**src/rtl/mix_key_add_if.sv**
```systemverilog
// rtl/mix_key_add_if.sv - stage-to-stage bus for the AES round-completion stage
interface mix_key_add_if;
  logic [127:0] state_in;
  logic [127:0] key_in;
  logic [31:0]  kw3_in;
  logic [7:0]   rcon_in;
  logic         empty_in;
  logic [127:0] state_out;
  logic [127:0] key_out;
  logic [7:0]   rcon_out;
  logic         empty;

  modport master (
    output state_in, key_in, kw3_in, rcon_in, empty_in,
    input  state_out, key_out, rcon_out, empty
  );

  modport slave (
    input  state_in, key_in, kw3_in, rcon_in, empty_in,
    output state_out, key_out, rcon_out, empty
  );
endinterface

```
**src/rtl/mix_key_add.sv**
```systemverilog
// rtl/mix_key_add.sv - AES-128 ShiftRows/MixColumns/key expansion/AddRoundKey, 2-cycle pipeline
module mix_key_add #(
  parameter bit LAST_ROUND = 1'b0
) (
  input logic          clock,
  input logic          reset_n,
  mix_key_add_if.slave bus
);

  function automatic logic [7:0] xtime(input logic [7:0] b);
    return {b[6:0], 1'b0} ^ (b[7] ? 8'h1b : 8'h00);
  endfunction

  logic [7:0]   sr [16];
  logic [127:0] mix_d, key_d, state_d;
  logic [7:0]   rcon_d;
  logic [31:0]  temp, w4, w5, w6, w7;

  logic [127:0] mix_q, key_q, state_q, key_out_q;
  logic [7:0]   rcon_q, rcon_out_q;
  logic         empty_q, empty_out_q;

  // ShiftRows: row r of column c takes row r of column (c+r) mod 4
  for (genvar i = 0; i < 16; i++) begin : g_sr
    localparam int R   = i % 4;
    localparam int C   = i / 4;
    localparam int SRC = 4 * ((C + R) % 4) + R;
    assign sr[i] = bus.state_in[127-8*SRC -: 8];
  end

  for (genvar c = 0; c < 4; c++) begin : g_col
    if (LAST_ROUND) begin : g_bypass
      assign mix_d[127-32*c -: 32] = {sr[4*c], sr[4*c+1], sr[4*c+2], sr[4*c+3]};
    end else begin : g_mix
      logic [7:0] a0, a1, a2, a3;
      assign a0 = sr[4*c];
      assign a1 = sr[4*c+1];
      assign a2 = sr[4*c+2];
      assign a3 = sr[4*c+3];
      assign mix_d[127-32*c -: 32] = {
        xtime(a0) ^ xtime(a1) ^ a1 ^ a2 ^ a3,
        a0 ^ xtime(a1) ^ xtime(a2) ^ a2 ^ a3,
        a0 ^ a1 ^ xtime(a2) ^ xtime(a3) ^ a3,
        xtime(a0) ^ a0 ^ a1 ^ a2 ^ xtime(a3)
      };
    end
  end

  // key_in low word already holds SubWord(w3); only the rotation remains
  assign temp   = {bus.key_in[23:0], bus.key_in[31:24]} ^ {bus.rcon_in, 24'h000000};
  assign w4     = bus.key_in[127:96] ^ temp;
  assign w5     = bus.key_in[95:64] ^ w4;
  assign w6     = bus.key_in[63:32] ^ w5;
  assign w7     = bus.kw3_in ^ w6;
  assign key_d  = {w4, w5, w6, w7};
  assign rcon_d = xtime(bus.rcon_in);

  assign state_d = mix_q ^ key_q;

  always_ff @(posedge clock or negedge reset_n) begin
    if (!reset_n) begin
      mix_q       <= '0;
      key_q       <= '0;
      rcon_q      <= '0;
      empty_q     <= 1'b1;
      state_q     <= '0;
      key_out_q   <= '0;
      rcon_out_q  <= '0;
      empty_out_q <= 1'b1;
    end else begin
      mix_q       <= mix_d;
      key_q       <= key_d;
      rcon_q      <= rcon_d;
      empty_q     <= bus.empty_in;
      state_q     <= state_d;
      key_out_q   <= key_q;
      rcon_out_q  <= rcon_q;
      empty_out_q <= empty_q;
    end
  end

  assign bus.state_out = state_q;
  assign bus.key_out   = key_out_q;
  assign bus.rcon_out  = rcon_out_q;
  assign bus.empty     = empty_out_q;

endmodule

```
**src/flat_wrapper.sv**
```systemverilog
// flat-port wrapper written by rule: the top's interface ports become plain ports
module mix_key_add_flat 
#(
  parameter bit LAST_ROUND = 1'b0
)
  (clock, reset_n, bus_state_in, bus_key_in, bus_kw3_in, bus_rcon_in, bus_empty_in, bus_state_out, bus_key_out, bus_rcon_out, bus_empty);
  mix_key_add_if bus_i ();
  input logic clock;
  input logic reset_n;
  input wire logic [$bits(bus_i.state_in)-1:0] bus_state_in;
  input wire logic [$bits(bus_i.key_in)-1:0] bus_key_in;
  input wire logic [$bits(bus_i.kw3_in)-1:0] bus_kw3_in;
  input wire logic [$bits(bus_i.rcon_in)-1:0] bus_rcon_in;
  input wire logic [$bits(bus_i.empty_in)-1:0] bus_empty_in;
  output wire logic [$bits(bus_i.state_out)-1:0] bus_state_out;
  output wire logic [$bits(bus_i.key_out)-1:0] bus_key_out;
  output wire logic [$bits(bus_i.rcon_out)-1:0] bus_rcon_out;
  output wire logic [$bits(bus_i.empty)-1:0] bus_empty;
  assign bus_i.state_in = bus_state_in;
  assign bus_i.key_in = bus_key_in;
  assign bus_i.kw3_in = bus_kw3_in;
  assign bus_i.rcon_in = bus_rcon_in;
  assign bus_i.empty_in = bus_empty_in;
  assign bus_state_out = bus_i.state_out;
  assign bus_key_out = bus_i.key_out;
  assign bus_rcon_out = bus_i.rcon_out;
  assign bus_empty = bus_i.empty;
  mix_key_add #(.LAST_ROUND(LAST_ROUND)) u_core (.clock(clock), .reset_n(reset_n), .bus(bus_i));
endmodule
```
**config.mk**
```make
export PLATFORM = sky130hd
export DESIGN_NAME = mix_key_add_flat
export DESIGN_NICKNAME = d
export VERILOG_FILES = /design/src/rtl/mix_key_add_if.sv /design/src/rtl/mix_key_add.sv /design/src/flat_wrapper.sv
export SDC_FILE = /design/constraint.sdc
export NUM_CORES = 1
export LEC_CHECK = 0
export ABC_AREA = 1
export CAP_MARGIN = 20
export CORE_ASPECT_RATIO = 1.5
export CORE_MARGIN = 3
export CORE_UTILIZATION = 30
export CTS_CLUSTER_DIAMETER = 200
export DETAILED_ROUTE_END_ITERATION = 6
export MAX_ROUTING_LAYER = met4
export PLACE_DENSITY_LB_ADDON = 0.15
export SLEW_MARGIN = 20
export SYNTH_ARGS = -nofsm -noshare
export SYNTH_HDL_FRONTEND = slang
export SYNTH_SLANG_ARGS = --single-unit
```
**constraint.sdc**
```tcl
create_clock -name clock -period 0.8 [get_ports clock]
set_clock_uncertainty 0.2 [all_clocks]
set_input_delay 0.12 -clock clock [delete_from_list [all_inputs] [get_ports clock]]
set_output_delay 0.12 -clock clock [all_outputs]
set_load 0.1 [all_outputs]
```
==> impl_metrics.tcl <==
set metrics [dict create \
    status "finished, violations left" \
    failed_checks "negative hold slack, negative setup slack" \
    fin_nets 3165 \
    place_congestion 0.8686 \
    p_leak_nw 19.13 \
    chipHeight_um 335.2 \
    route.detailed.drc 0 \
    dieArea_um2 75560 \
    drt_iter0_markers 488 \
    n_fill_cell 5812 \
    yosysUniqueCellTypes 19 \
    core_um2 71470 \
    areaGrowthSynthToFinish_pct 89.27 \
    synth_area_um2 21670 \
    synth_nets 2111 \
    antenna_left 0 \
    wl_per_cell_um 19.27 \
    dp_hpwl_um 60820 \
    reg2regPathDepth 1 \
    whs_path_depth 2 \
    setup_slack_ns -0.9084 \
    layout_common_cells "343 x buf_4, 340 x xor2_1, 310 x buf_12" \
    r2r_setup_slack_ns -0.18 \
    cts.htree.levels 2 \
    required_ns 0.48 \
    drive_above_1_share_pct 57.39 \
    max_freq_mhz 585.4 \
    root_buffer "clkbuf_16" \
    seq_area_frac_synth_pct 61.22 \
    rsz0062_at_grt "yes" \
    worst_slew_pin_slew_ns 0.4760 \
    power_density_nw_per_um2 2993 \
    timing.critical_path.cells "buf_12" \
    layout_commonest_cell "buf_4" \
    ir_drop_v 0.002396 \
    crit_buf_inv 1 \
    grt_pass1_vias 17503 \
    timing.hold.ws_ns -0.3476 \
    final_util_pct 57.39 \
    vias 15830 \
    cp_slowest_cell "dfstp_4" \
    path_class "reg -> out" \
    relSlewSlack_pct 68.27 \
    track_usage_pct 20.08 \
    endpoint_kind "output port" \
    cpLargestDelayFamily "flip-flops" \
    ys_ff_latch 530 \
    finalHoldViolations 239 \
    hold_path_class "in -> reg" \
    startpoint_type "flop" \
    grt_overflow_total 0 \
    slew_viol_final 0 \
    vias_per_cell 4.103 \
    cts_buffer_depth 3 \
    die_w_um 225.4 \
    max_cap_violations 0 \
    syn_area_per_cell_um2 11.96 \
    path_depth 1 \
    drt-total-wl_um 74340 \
    fin_crit_sh_pct 213.5 \
    io_pins 564 \
    firstDrtPassIters 4 \
    ys_warn_count 0 \
    clock_latency_ns 0.61 \
    row_count 120 \
    post-route-min-period_ns 1.708 \
    cts_tree "built" \
    slowest_delay_ns 0.62 \
    power_mw 122.7 \
    cp.arrival_ns 1.39 \
    netlist_instances 1812 \
    clkTransAtPathRegs_ns 0.06 \
    path_max_fanout 1 \
    io_buffers 563 \
    setup-violations-final 897 \
    initial_core_util_pct 30.32 \
    grt_antenna_before_repair 35 \
    grt_max_degree 68 \
    clkSinkCount 530 \
    grt_pass1_wl_um 107900 \
    cts_made_buffers 53 \
]
-- synth_stat cells --
cell type	number	share of area, %
xor2_2	4	0.30
xnor2_4	2	0.25
nand2_2	3	0.087
nor2_1	24	0.42
dfrtp_1	528	61
xnor2_2	17	1.3
nand2_1	298	5.2
buf_2	6	0.14
xor2_1	392	16
dfstp_2	2	0.24
buf_6	3	0.16
nor2_2	24	0.69
clkbuf_1	1	0.017
clkbuf_2	5	0.12
xnor2_1	215	8.7
nand3_1	88	2.0
inv_1	191	3.3
inv_2	1	0.017
buf_4	8	0.28
-- report_power, final --
part	total (mW)	internal, mW	switching (mW)
sequential	40.3	35.2	5.14
clock	25.6	14.6	11.0
combinational	56.8	21.5	35.4
-- final cells by class --
class,instances,area [um^2],share of cell area (%)
antenna,33,82.58,0.2013
multi-input combinational,1067,10710,26.12
sequential,530,14280,34.82
timing repair buffer,1022,12070,29.43
clock inverter,32,306.5,0.7474
clock buffer,67,1489,3.630
tap,915,1145,2.791
inverter,192,923.4,2.251
-- per-layer routing --
layer	part of all wire, %	track usage [%]	wire length, um	vias to the layer above
li1	-	-	-	7555
met1	36	21.34	26690	7699
met2	54	36.03	40280	448
met3	6.4	5.203	4754	128
met4	3.5	6.982	2624	0
met5	0	-	0	-
-- through the flow --
step | hold slack, ns | TNS [ns] | instance area, um^2 | worst slack, ns | instances
global placement | -0.01460 | -266.61 | 37320 | -1.121 | 3618
CTS | -0.3112 | -464.54 | 40260 | -0.9639 | 3781
detailed placement | -0.01307 | -272.72 | 37320 | -1.149 | 3618
finish | -0.3476 | -396.82 | 41010 | -0.9084 | 3858
global route | -0.3632 | -442.40 | 41000 | -0.9662 | 3851
floorplan | -0.3756 | -62.50 | 25190 | -0.3127 | 1812
-- worst paths after layout --
kind	from	to
worst min register to register	u_core.rcon_q[2]$_DFF_PN0_	u_core.bus.rcon_out[2]$_DFF_PN0_
max in group asynchronous	reset_n	u_core.bus.state_out[125]$_DFF_PN0_
worst max register to register	u_core.key_q[98]$_DFF_PN0_	u_core.bus.state_out[98]$_DFF_PN0_
worst max-delay path	u_core.bus.empty$_DFF_PN1_	bus_empty
min in group asynchronous	reset_n	u_core.bus.key_out[6]$_DFF_PN0_
worst min-delay path	bus_key_in[72]	u_core.key_q[72]$_DFF_PN0_
-- cell families after synthesis --
| logic type | synth area share [%] |
|---|---|
| simple gates | 8.390 |
| buf+inv | 4.030 |
| flops | 61.22 |
| xor+xnor | 26.36 |
-- state kept, by name, summed over array words and instances, names as in the netlist --
name / cells
u_core.bus.key_out: 128
u_core.bus.state_out: 128
u_core.key_q: 128
u_core.mix_q: 128
u_core.bus.rcon_out: 8
u_core.rcon_q: 8
u_core.bus.empty: 1
u_core.empty_q: 1
-- timing repair --
action	CTS	global route
setup endpoints to repair	635	1075
gates resized for setup	450	304
setup buffers	60	41
pin swaps	181	164
hold endpoints to repair	749	700
hold buffers	6	6
Power figures use the tool's default switching activity.
